File: src/rtl/epsilon_if.sv
`default_nettype none
// ============================================================================
//  Module      : epsilon_if
//  Description : Epsilon bit-stream handshake bundle. The producer drives the
//                stream bit with its framing flags and a valid qualifier; the
//                consumer answers with ready. A beat is valid & ready.
//  Signals     : epsilon_rsc_dat  stream bit (FIFO head)
//                epsilon_vld      stream bit valid
//                epsilon_rdy      consumer accepts the current bit
//                sop / eop        first / last bit of a sequence (with vld)
//  Revision    : 1.0  initial release
// ============================================================================
interface epsilon_if;
   logic epsilon_rsc_dat;
   logic epsilon_vld;
   logic epsilon_rdy;
   logic sop;
   logic eop;

   modport master (
      output epsilon_rsc_dat,
      output epsilon_vld,
      output sop,
      output eop,
      input  epsilon_rdy
   );

   modport slave (
      input  epsilon_rsc_dat,
      input  epsilon_vld,
      input  sop,
      input  eop,
      output epsilon_rdy
   );
endinterface
`default_nettype wire

File: src/rtl/epsilon_source.sv
`default_nettype none
// ============================================================================
//  Module      : epsilon_source
//  Description : Producer of framed epsilon bit sequences (SEQ_LEN bits each)
//                taken either from a von Neumann-debiased raw entropy input or
//                from an internal 16-bit Fibonacci LFSR. A first-word-fall-
//                through FIFO decouples the irregular debiaser rate from the
//                consumer handshake.
//  Ports       : clk, rst      clock / synchronous active-high reset
//                start_i       begin a sequence (honoured only when idle)
//                mode_i        source select sampled on start (0 raw, 1 LFSR)
//                raw_bit_i     raw entropy bit
//                raw_vld_i     raw entropy bit valid
//                eps           stream handshake (master side)
//                busy_o        sequence in progress
//                done_o        one-cycle pulse after the last beat
//                overflow_o    sticky: a debiased bit was dropped (FIFO full)
//  Revision    : 1.0  initial release
// ============================================================================
module epsilon_source #(
   parameter int          SEQ_LEN    = 128,
   parameter int          FIFO_DEPTH = 16,
   parameter logic [15:0] LFSR_SEED  = 16'hACE1
) (
   input  wire logic  clk,
   input  wire logic  rst,
   input  wire logic  start_i,
   input  wire logic  mode_i,
   input  wire logic  raw_bit_i,
   input  wire logic  raw_vld_i,
   epsilon_if.master  eps,
   output logic       busy_o,
   output logic       done_o,
   output logic       overflow_o
);

   localparam int CW = $clog2(SEQ_LEN + 1);
   localparam int AW = $clog2(FIFO_DEPTH);
   localparam logic [CW-1:0] C_SEQ_LEN  = CW'(SEQ_LEN);
   localparam logic [CW-1:0] C_LAST_IDX = CW'(SEQ_LEN - 1);

   typedef enum logic [1:0] {
      ST_IDLE = 2'd0,
      ST_RUN  = 2'd1,
      ST_DONE = 2'd2
   } state_t;

   state_t          state_q, state_d;
   logic            mode_q;
   logic [CW-1:0]   push_cnt_q;
   logic [CW-1:0]   pop_cnt_q;
   logic            vn_phase_q;
   logic            vn_first_q;
   logic            overflow_q;
   logic [15:0]     lfsr_q;
   logic [AW:0]     wr_ptr_q;
   logic [AW:0]     rd_ptr_q;
   logic            mem_q [FIFO_DEPTH];

   logic w_start, w_empty, w_full, w_vld, w_pop, w_prod_en, w_can_push;
   logic w_lfsr_fb, w_vn_diff, w_push, w_push_bit, w_drop, w_raw_take;

   // Pointers carry one extra wrap bit: equal => empty, only MSB differs => full.
   assign w_empty    = (wr_ptr_q == rd_ptr_q);
   assign w_full     = (wr_ptr_q[AW] != rd_ptr_q[AW]) &&
                       (wr_ptr_q[AW-1:0] == rd_ptr_q[AW-1:0]);
   assign w_start    = (state_q == ST_IDLE) && start_i;
   assign w_vld      = (state_q == ST_RUN) && !w_empty;
   assign w_pop      = w_vld && eps.epsilon_rdy;
   assign w_prod_en  = (state_q == ST_RUN) && (push_cnt_q != C_SEQ_LEN);
   // A full FIFO still accepts a push when the head leaves in the same cycle.
   assign w_can_push = !w_full || w_pop;

   assign w_lfsr_fb  = lfsr_q[15] ^ lfsr_q[13] ^ lfsr_q[12] ^ lfsr_q[10];

   // Debiaser: only the second bit of an unequal pair produces output.
   assign w_raw_take = w_prod_en && !mode_q && raw_vld_i;
   assign w_vn_diff  = w_raw_take && vn_phase_q && (raw_bit_i != vn_first_q);

   assign w_push     = w_prod_en && (mode_q ? w_can_push : (w_vn_diff && w_can_push));
   assign w_push_bit = mode_q ? w_lfsr_fb : vn_first_q;
   assign w_drop     = w_vn_diff && !w_can_push;

   always_comb begin
      state_d = state_q;
      case (state_q)
         ST_IDLE: if (start_i) state_d = ST_RUN;
         ST_RUN:  if (w_pop && (pop_cnt_q == C_LAST_IDX)) state_d = ST_DONE;
         ST_DONE: state_d = ST_IDLE;
         default: state_d = ST_IDLE;
      endcase
   end

   always_ff @(posedge clk) begin
      if (rst) begin
         state_q    <= ST_IDLE;
         mode_q     <= 1'b0;
         push_cnt_q <= '0;
         pop_cnt_q  <= '0;
         vn_phase_q <= 1'b0;
         vn_first_q <= 1'b0;
         overflow_q <= 1'b0;
         lfsr_q     <= LFSR_SEED;
         wr_ptr_q   <= '0;
         rd_ptr_q   <= '0;
      end else begin
         state_q <= state_d;
         if (w_start) begin
            // LFSR deliberately keeps running state across sequences.
            mode_q     <= mode_i;
            push_cnt_q <= '0;
            pop_cnt_q  <= '0;
            vn_phase_q <= 1'b0;
            vn_first_q <= 1'b0;
            overflow_q <= 1'b0;
            wr_ptr_q   <= '0;
            rd_ptr_q   <= '0;
         end else begin
            if (w_push) begin
               wr_ptr_q   <= wr_ptr_q + (AW+1)'(1);
               push_cnt_q <= push_cnt_q + CW'(1);
            end
            if (w_pop) begin
               rd_ptr_q  <= rd_ptr_q + (AW+1)'(1);
               pop_cnt_q <= pop_cnt_q + CW'(1);
            end
            if (w_push && mode_q) begin
               lfsr_q <= {lfsr_q[14:0], w_lfsr_fb};
            end
            if (w_raw_take) begin
               vn_phase_q <= ~vn_phase_q;
               if (!vn_phase_q) vn_first_q <= raw_bit_i;
            end
            if (w_drop) begin
               overflow_q <= 1'b1;
            end
         end
      end
   end

   // Storage needs no reset: contents are only visible behind the pointers.
   always_ff @(posedge clk) begin
      if (w_push) begin
         mem_q[wr_ptr_q[AW-1:0]] <= w_push_bit;
      end
   end

   assign eps.epsilon_vld     = w_vld;
   assign eps.epsilon_rsc_dat = w_vld && mem_q[rd_ptr_q[AW-1:0]];
   assign eps.sop             = w_vld && (pop_cnt_q == '0);
   assign eps.eop             = w_vld && (pop_cnt_q == C_LAST_IDX);
   assign busy_o              = (state_q != ST_IDLE);
   assign done_o              = (state_q == ST_DONE);
   assign overflow_o          = overflow_q;

endmodule
`default_nettype wire
File: src/flat_wrapper.sv
// flat-port wrapper written by rule: the top's interface ports become plain ports
module epsilon_source_flat 
#(
   parameter int          SEQ_LEN    = 128,
   parameter int          FIFO_DEPTH = 16,
   parameter logic [15:0] LFSR_SEED  = 16'hACE1
)
  (clk, rst, start_i, mode_i, raw_bit_i, raw_vld_i, busy_o, done_o, overflow_o, eps_epsilon_rsc_dat, eps_epsilon_vld, eps_sop, eps_eop, eps_epsilon_rdy);
  epsilon_if eps_i ();
  input  wire logic clk;
  input  wire logic rst;
  input  wire logic start_i;
  input  wire logic mode_i;
  input  wire logic raw_bit_i;
  input  wire logic raw_vld_i;
  output logic busy_o;
  output logic done_o;
  output logic overflow_o;
  output wire logic [$bits(eps_i.epsilon_rsc_dat)-1:0] eps_epsilon_rsc_dat;
  output wire logic [$bits(eps_i.epsilon_vld)-1:0] eps_epsilon_vld;
  output wire logic [$bits(eps_i.sop)-1:0] eps_sop;
  output wire logic [$bits(eps_i.eop)-1:0] eps_eop;
  input wire logic [$bits(eps_i.epsilon_rdy)-1:0] eps_epsilon_rdy;
  assign eps_epsilon_rsc_dat = eps_i.epsilon_rsc_dat;
  assign eps_epsilon_vld = eps_i.epsilon_vld;
  assign eps_sop = eps_i.sop;
  assign eps_eop = eps_i.eop;
  assign eps_i.epsilon_rdy = eps_epsilon_rdy;
  epsilon_source #(.SEQ_LEN(SEQ_LEN), .FIFO_DEPTH(FIFO_DEPTH), .LFSR_SEED(LFSR_SEED)) u_core (.clk(clk), .rst(rst), .start_i(start_i), .mode_i(mode_i), .raw_bit_i(raw_bit_i), .raw_vld_i(raw_vld_i), .eps(eps_i), .busy_o(busy_o), .done_o(done_o), .overflow_o(overflow_o));
endmodule
File: config.mk
export PLATFORM = sky130hd
export DESIGN_NAME = epsilon_source_flat
export DESIGN_NICKNAME = d
export VERILOG_FILES = /design/src/rtl/epsilon_if.sv /design/src/rtl/epsilon_source.sv /design/src/flat_wrapper.sv
export SDC_FILE = /design/constraint.sdc
export NUM_CORES = 1
export LEC_CHECK = 0
export CORE_AREA = 2 2 93 95
export CTS_BUF_LIST = sky130_fd_sc_hd__clkbuf_16
export DETAILED_ROUTE_END_ITERATION = 6
export DIE_AREA = 0 0 95 97
export GPL_ROUTABILITY_DRIVEN = 0
export GPL_TIMING_DRIVEN = 0
export SLEW_MARGIN = 10
export SYNTH_ARGS = -nofsm -noshare
export SYNTH_HDL_FRONTEND = slang
export SYNTH_SLANG_ARGS = --single-unit
File: constraint.sdc
create_clock -name clk -period 2.1 [get_ports clk]
set_input_delay 0.525 -clock clk [delete_from_list [all_inputs] [get_ports clk]]
set_output_delay 0.525 -clock clk [all_outputs]
set_load 0.03 [all_outputs]
After elaboration in Yosys (flattened, before gate mapping)
Memories as Yosys holds them, arrays and structs flattened. A register that Yosys moved wholly into a read port is not among the register bits.
Cells that the tools add are included.
Widths: inputs -> output; s select.
- register bits after elaboration: 48
- memories: 1
- logic and storage cells: 68
- bits of input ports: 7
- memory bits (writable): 16
- output and inout bits: 7
- equality and inequality tests: 10
- bitwise logic cells: 5
- mux-type cells: 9
- add/sub/neg operators: 4
- reductions and logical operators: 29
- memory list (memory ; depth ; bits a word ; read ports ; clocked after Yosys merged registers in ; wr ports ; line ; source):
    u_core.mem_q ; 16 ; 1 ; 1 ; 1 ; 1 ; epsilon_source.sv:58 ; logic mem_q [FIFO_DEPTH];
- operator list (kind ; number):
    $logic_and 1x1->1 ; 17
    $add 8x1->8 const B ; 2
    $add 5x1->5 const B ; 2
    $eq 8x7->1 const B ; 1
    $logic_not 8->1 ; 1
    $mux 4 ; 2
    $ne 8x8->1 const B ; 1
    $reduce_and 2->1 ; 3
    $eq 5x5->1 ; 1
    $eq 4x4->1 ; 1
    $logic_not 1->1 ; 4
    $mux 1 ; 4
    $mux 2 ; 2
    $ne 2x2->1 const B ; 2
    $pmux 2 s2 ; 1
    $xor 1x1->1 ; 3
    $eq 2x1->1 const B ; 1
    $eq 2x2->1 const B ; 1
    $logic_not 2->1 ; 1
    $ne 1x1->1 ; 2
    $not 1->1 ; 2
    $reduce_bool 2->1 ; 1
    $reduce_or 2->1 ; 1
    $logic_or 1x1->1 ; 1

Longest topological paths before layout
- word-level depth: 11
- depth in mapped cells: 9
- depth with buffers taken out: 6

Worst setup path before layout
Ideal clock, no wire load.
- path kind: reg2out
- from: reg u_core.wr_ptr_q[3]
- to: out eps_sop
- path buffers: 2
- cell stages (with the launch flop): 7
- arrival: 1.900 ns
- slack: -0.325 ns
- data required time: 1.575 ns
- cell sequence: dfxtp_1 buf_4 xnor2_1 and4_4 buf_6 a21oi_1 and3_1
- word-level cells in the longest chain between the ends: 4
- RTL lines (item ; line ; source):
    start, declared ; epsilon_source.sv:56 ; logic [AW:0] wr_ptr_q;
    start signal, assigned ; epsilon_source.sv:120 ; wr_ptr_q <= wr_ptr_q + (AW+1)'(1);
    $eq 5x5->1 ; epsilon_source.sv:64 ; assign w_empty = (wr_ptr_q == rd_ptr_q);
    $logic_not 1->1 ; epsilon_source.sv:68 ; assign w_vld = (state_q == ST_RUN) && !w_empty;
    $logic_and 1x1->1 ; epsilon_source.sv:68 ;
    named net eps_epsilon_vld ; flat_wrapper.sv:20 ; output wire logic [$bits(eps_i.epsilon_vld)-1:0] eps_epsilon_vld;
    $logic_and 1x1->1 ; epsilon_source.sv:150 ; assign eps.sop = w_vld && (pop_cnt_q == '0);
    end, declared ; flat_wrapper.sv:21 ; output wire logic [$bits(eps_i.sop)-1:0] eps_sop;
The timed path passes the listed nets, and every way through them passes these cells.

==> results.yml <==
placed_design:
  portBuffers: 13
  dp.cells: 419
  dpl_cell_area_mm2: 0.00345
  dp_hpwl_um: 4390
route:
  ant_nets: 0
  wl_um: 6430
  drcViolationCount: 0
  dr_total_vias: 2298
  drtPass1Iterations: 4
  drt-initial-drc-count: 105
  viasPerCell: 5.15
  wire_per_inst_um: 14.4
layout:
  final_cell_count_no_fill: 446
  fin_area_mm2: 0.00399
  final_core_util: 0.491
  nNetsFinal: 352
  final_cell_mix: "dfxtp_1 (40), nor2_1 (36), buf_4 (17), xnor2_1 (16), edfxtp_1 (16)"
  n_antenna_cell: 0
  nFillCells: 744
  drive_gt1_frac: 0.258
  area_delta_synth_final_pct: 25.6
  final_common_cell: "dfxtp_1"
pwr:
  p_per_area_mw_per_mm2: 782
  power.leakage_nw: 1.42
  ir_drop_mv: 0.392
yosys:
  synth_seq_cells: 68
  synthSimpleGateAreaFrac: 0.186
  seq_area_frac_synth: 0.479
  synth_top_family_by_area: "simple AND/OR/NAND/NOR gates"
  synth_xor_area_frac: 0.0606
  synth_compound_area_frac: 0.130
  netlist.area_leader.share: 0.327
  synth_cell_type_count: 53
  syn-num-nets: 317
  async_flop_share: 0
  yosys-top-cells-area: "dfxtp_1 (33%), edfxtp_1 (15%), xnor2_1 (5.5%), nor2_1 (4.3%), ha_1 (3.5%)"
  yosysTopAreaCell: "dfxtp_1"
  syn-cell-area_mm2: 0.00318
  synth_cells: 301
  ys.flop_type: "dfxtp_1"
  muxShareOfSynthArea: 0.0701
  synth_edf_count: 16
  avgSynthCellArea_um2: 10.6
  synth_warnings: 0
  synth_fa_ha_area_frac: 0.0354
floorplanning:
  die_y_um: 97
  start_util: 0.391
  num_rows: 33
  coreArea_mm2: 0.00813
  io_pins: 14
  fp.dieW_um: 95
  dieArea_mm2: 0.00922
clocking:
  cts.path.max_buffers: 2
  htree_levels: 3
  cts_buffers: 9
  cts_hold_buffers: 0
  insertion_delay_ns: 0.33
  clk_pin_slew_worst_paths_ns: 0.06
  clock_sinks: 68
  cts_root_buf: "clkbuf_16"
  cts_tree: "yes"
min_path:
  hp-class: "reg -> reg"
setup_path:
  critPathMaxFanout: 4
  path_class: "reg -> out"
  start_kind: "register"
  cp-end-kind: "output port"
  cp.arrival_ns: 1.99
  cp.required_ns: 1.57
sta:
  fin_crit_ns: 2.51
  skew_ns: 0.00604
  setup_violations: 1
  fin_ws_ns: -0.414
  tightestPinTransition_ns: 0.625
  max_slew_margin: 0.583
  slew_viol_final: 0
  hold_violations: 0
  grt_setup_unrepaired: "yes"
  fin_crit_sh: 1.20
  fmax_mhz: 398
global_route:
  grt_util_all_layers: 0.154
  grt_max_degree: 20
  grt_pass1_wl_um: 11000
  grt_overflow: 0
  grt_pass1_vias: 2275
  antenna_found_initial: 0
run_status:
  violations: "setup timing"
  status: "finished with violations"
run:
  max_cap_viol_count: 0
==> stage by stage <==
stage               TNS (ns)  power (mW)  worst slack (ns)  hold WS (ns)
floorplan            -0.0313        1.47           -0.0312         0.427
global placement      -20.59        1.52            -0.608         0.432
detailed placement    -21.22        1.52            -0.613         0.442
CTS                   -0.550        3.15            -0.441         0.457
global route          -0.492        3.24            -0.466         0.485
finish                -0.414        3.12            -0.414         0.451
==> critical path, stage by stage (launching register included) <==
cell and delay (ns):
dfxtp_4 0.39, mux4_2 0.52, mux4_2 0.47, and2_4 0.15, buf_6 0.13
==> synth_stat cells (6+ instances only) <==
| cell | number |
|---|---|
| a211o_1 | 7 |
| a21oi_1 | 14 |
| and3_1 | 15 |
| clkbuf_1 | 6 |
| dfxtp_1 | 52 |
| edfxtp_1 | 16 |
| ha_1 | 9 |
| inv_1 | 7 |
| mux2i_1 | 11 |
| nand2_1 | 15 |
| nand3_1 | 10 |
| nor2_1 | 36 |
| nor2b_1 | 11 |
| xnor2_1 | 20 |
==> sequential cells by signal, summed over array words and instances, names as in the netlist, named ones only <==
register / cells
u_core.lfsr_q: 16
u_core.wr_ptr_q: 5
u_core.mem_q: 16
u_core.mode_q: 1
u_core.vn_phase_q: 1
u_core.pop_cnt_q: 8
u_core.overflow_o: 1
u_core.state_q: 2
u_core.push_cnt_q: 8
u_core.vn_first_q: 1
u_core.rd_ptr_q: 5
==> cell families (layout without fill, tap and decap cells) <==
kind of cell | after synthesis | after routing
xor+xnor | 22 | 22
simple gates | 113 | 113
compound gates | 52 | 52
mux | 16 | 16
flops | 68 | 68
fa+ha+maj | 9 | 9
buf+inv | 21 | 61
==> repair_timing <==
item,in CTS,in global routing
setup endpoints to repair,22,60
pin swaps,3,6
cloned,0,0
resized for setup,48,25
buffers inserted,5,10
==> report_power, final <==
| group | switching [mW] | internal (mW) |
|---|---|---|
| clock network | 0.583 | 1.05 |
| registers | 0.0109 | 1.34 |
| logic | 0.0821 | 0.0571 |
| total | 0.676 | 2.45 |
==> final timing paths <==
path | start | end | slack (ns) | depth (start not counted)
setup / recovery | register | eps_epsilon_rsc_dat | -0.41 | 4
hold / removal | u_core.lfsr_q[6]$_SDFFE_PP1P_ | u_core.lfsr_q[7]$_SDFFE_PP1P_ | 0.45 | 1
setup reg to reg | u_core.wr_ptr_q[2]$_SDFFE_PP0P_ | u_core.lfsr_q[1]$_SDFFE_PP0P_ | 0.11 | 9
hold reg to reg | u_core.lfsr_q[6]$_SDFFE_PP1P_ | u_core.lfsr_q[7]$_SDFFE_PP1P_ | 0.45 | 1
==> per-layer routing <==
metal,GRT usage,wire (um),vias up
met5,0,0,-
met1,0.202,3090,1115
li1,-,-,1154
met3,0.0491,199,5
met4,0.0524,79,0
met2,0.236,3060,24
==> cell type report <==
class	count	area [um2]	area share
buffer	10	72.6	0.0182
sequential	68	1550	0.388
clock buffer	9	225	0.0564
timing repair buffer	28	245	0.0614
clock inverter	7	98.8	0.0247
inverter	7	26.3	0.00658
multi-input combinational	212	1640	0.411
tap	105	131	0.0329
(Power assumes the default switching activity.)
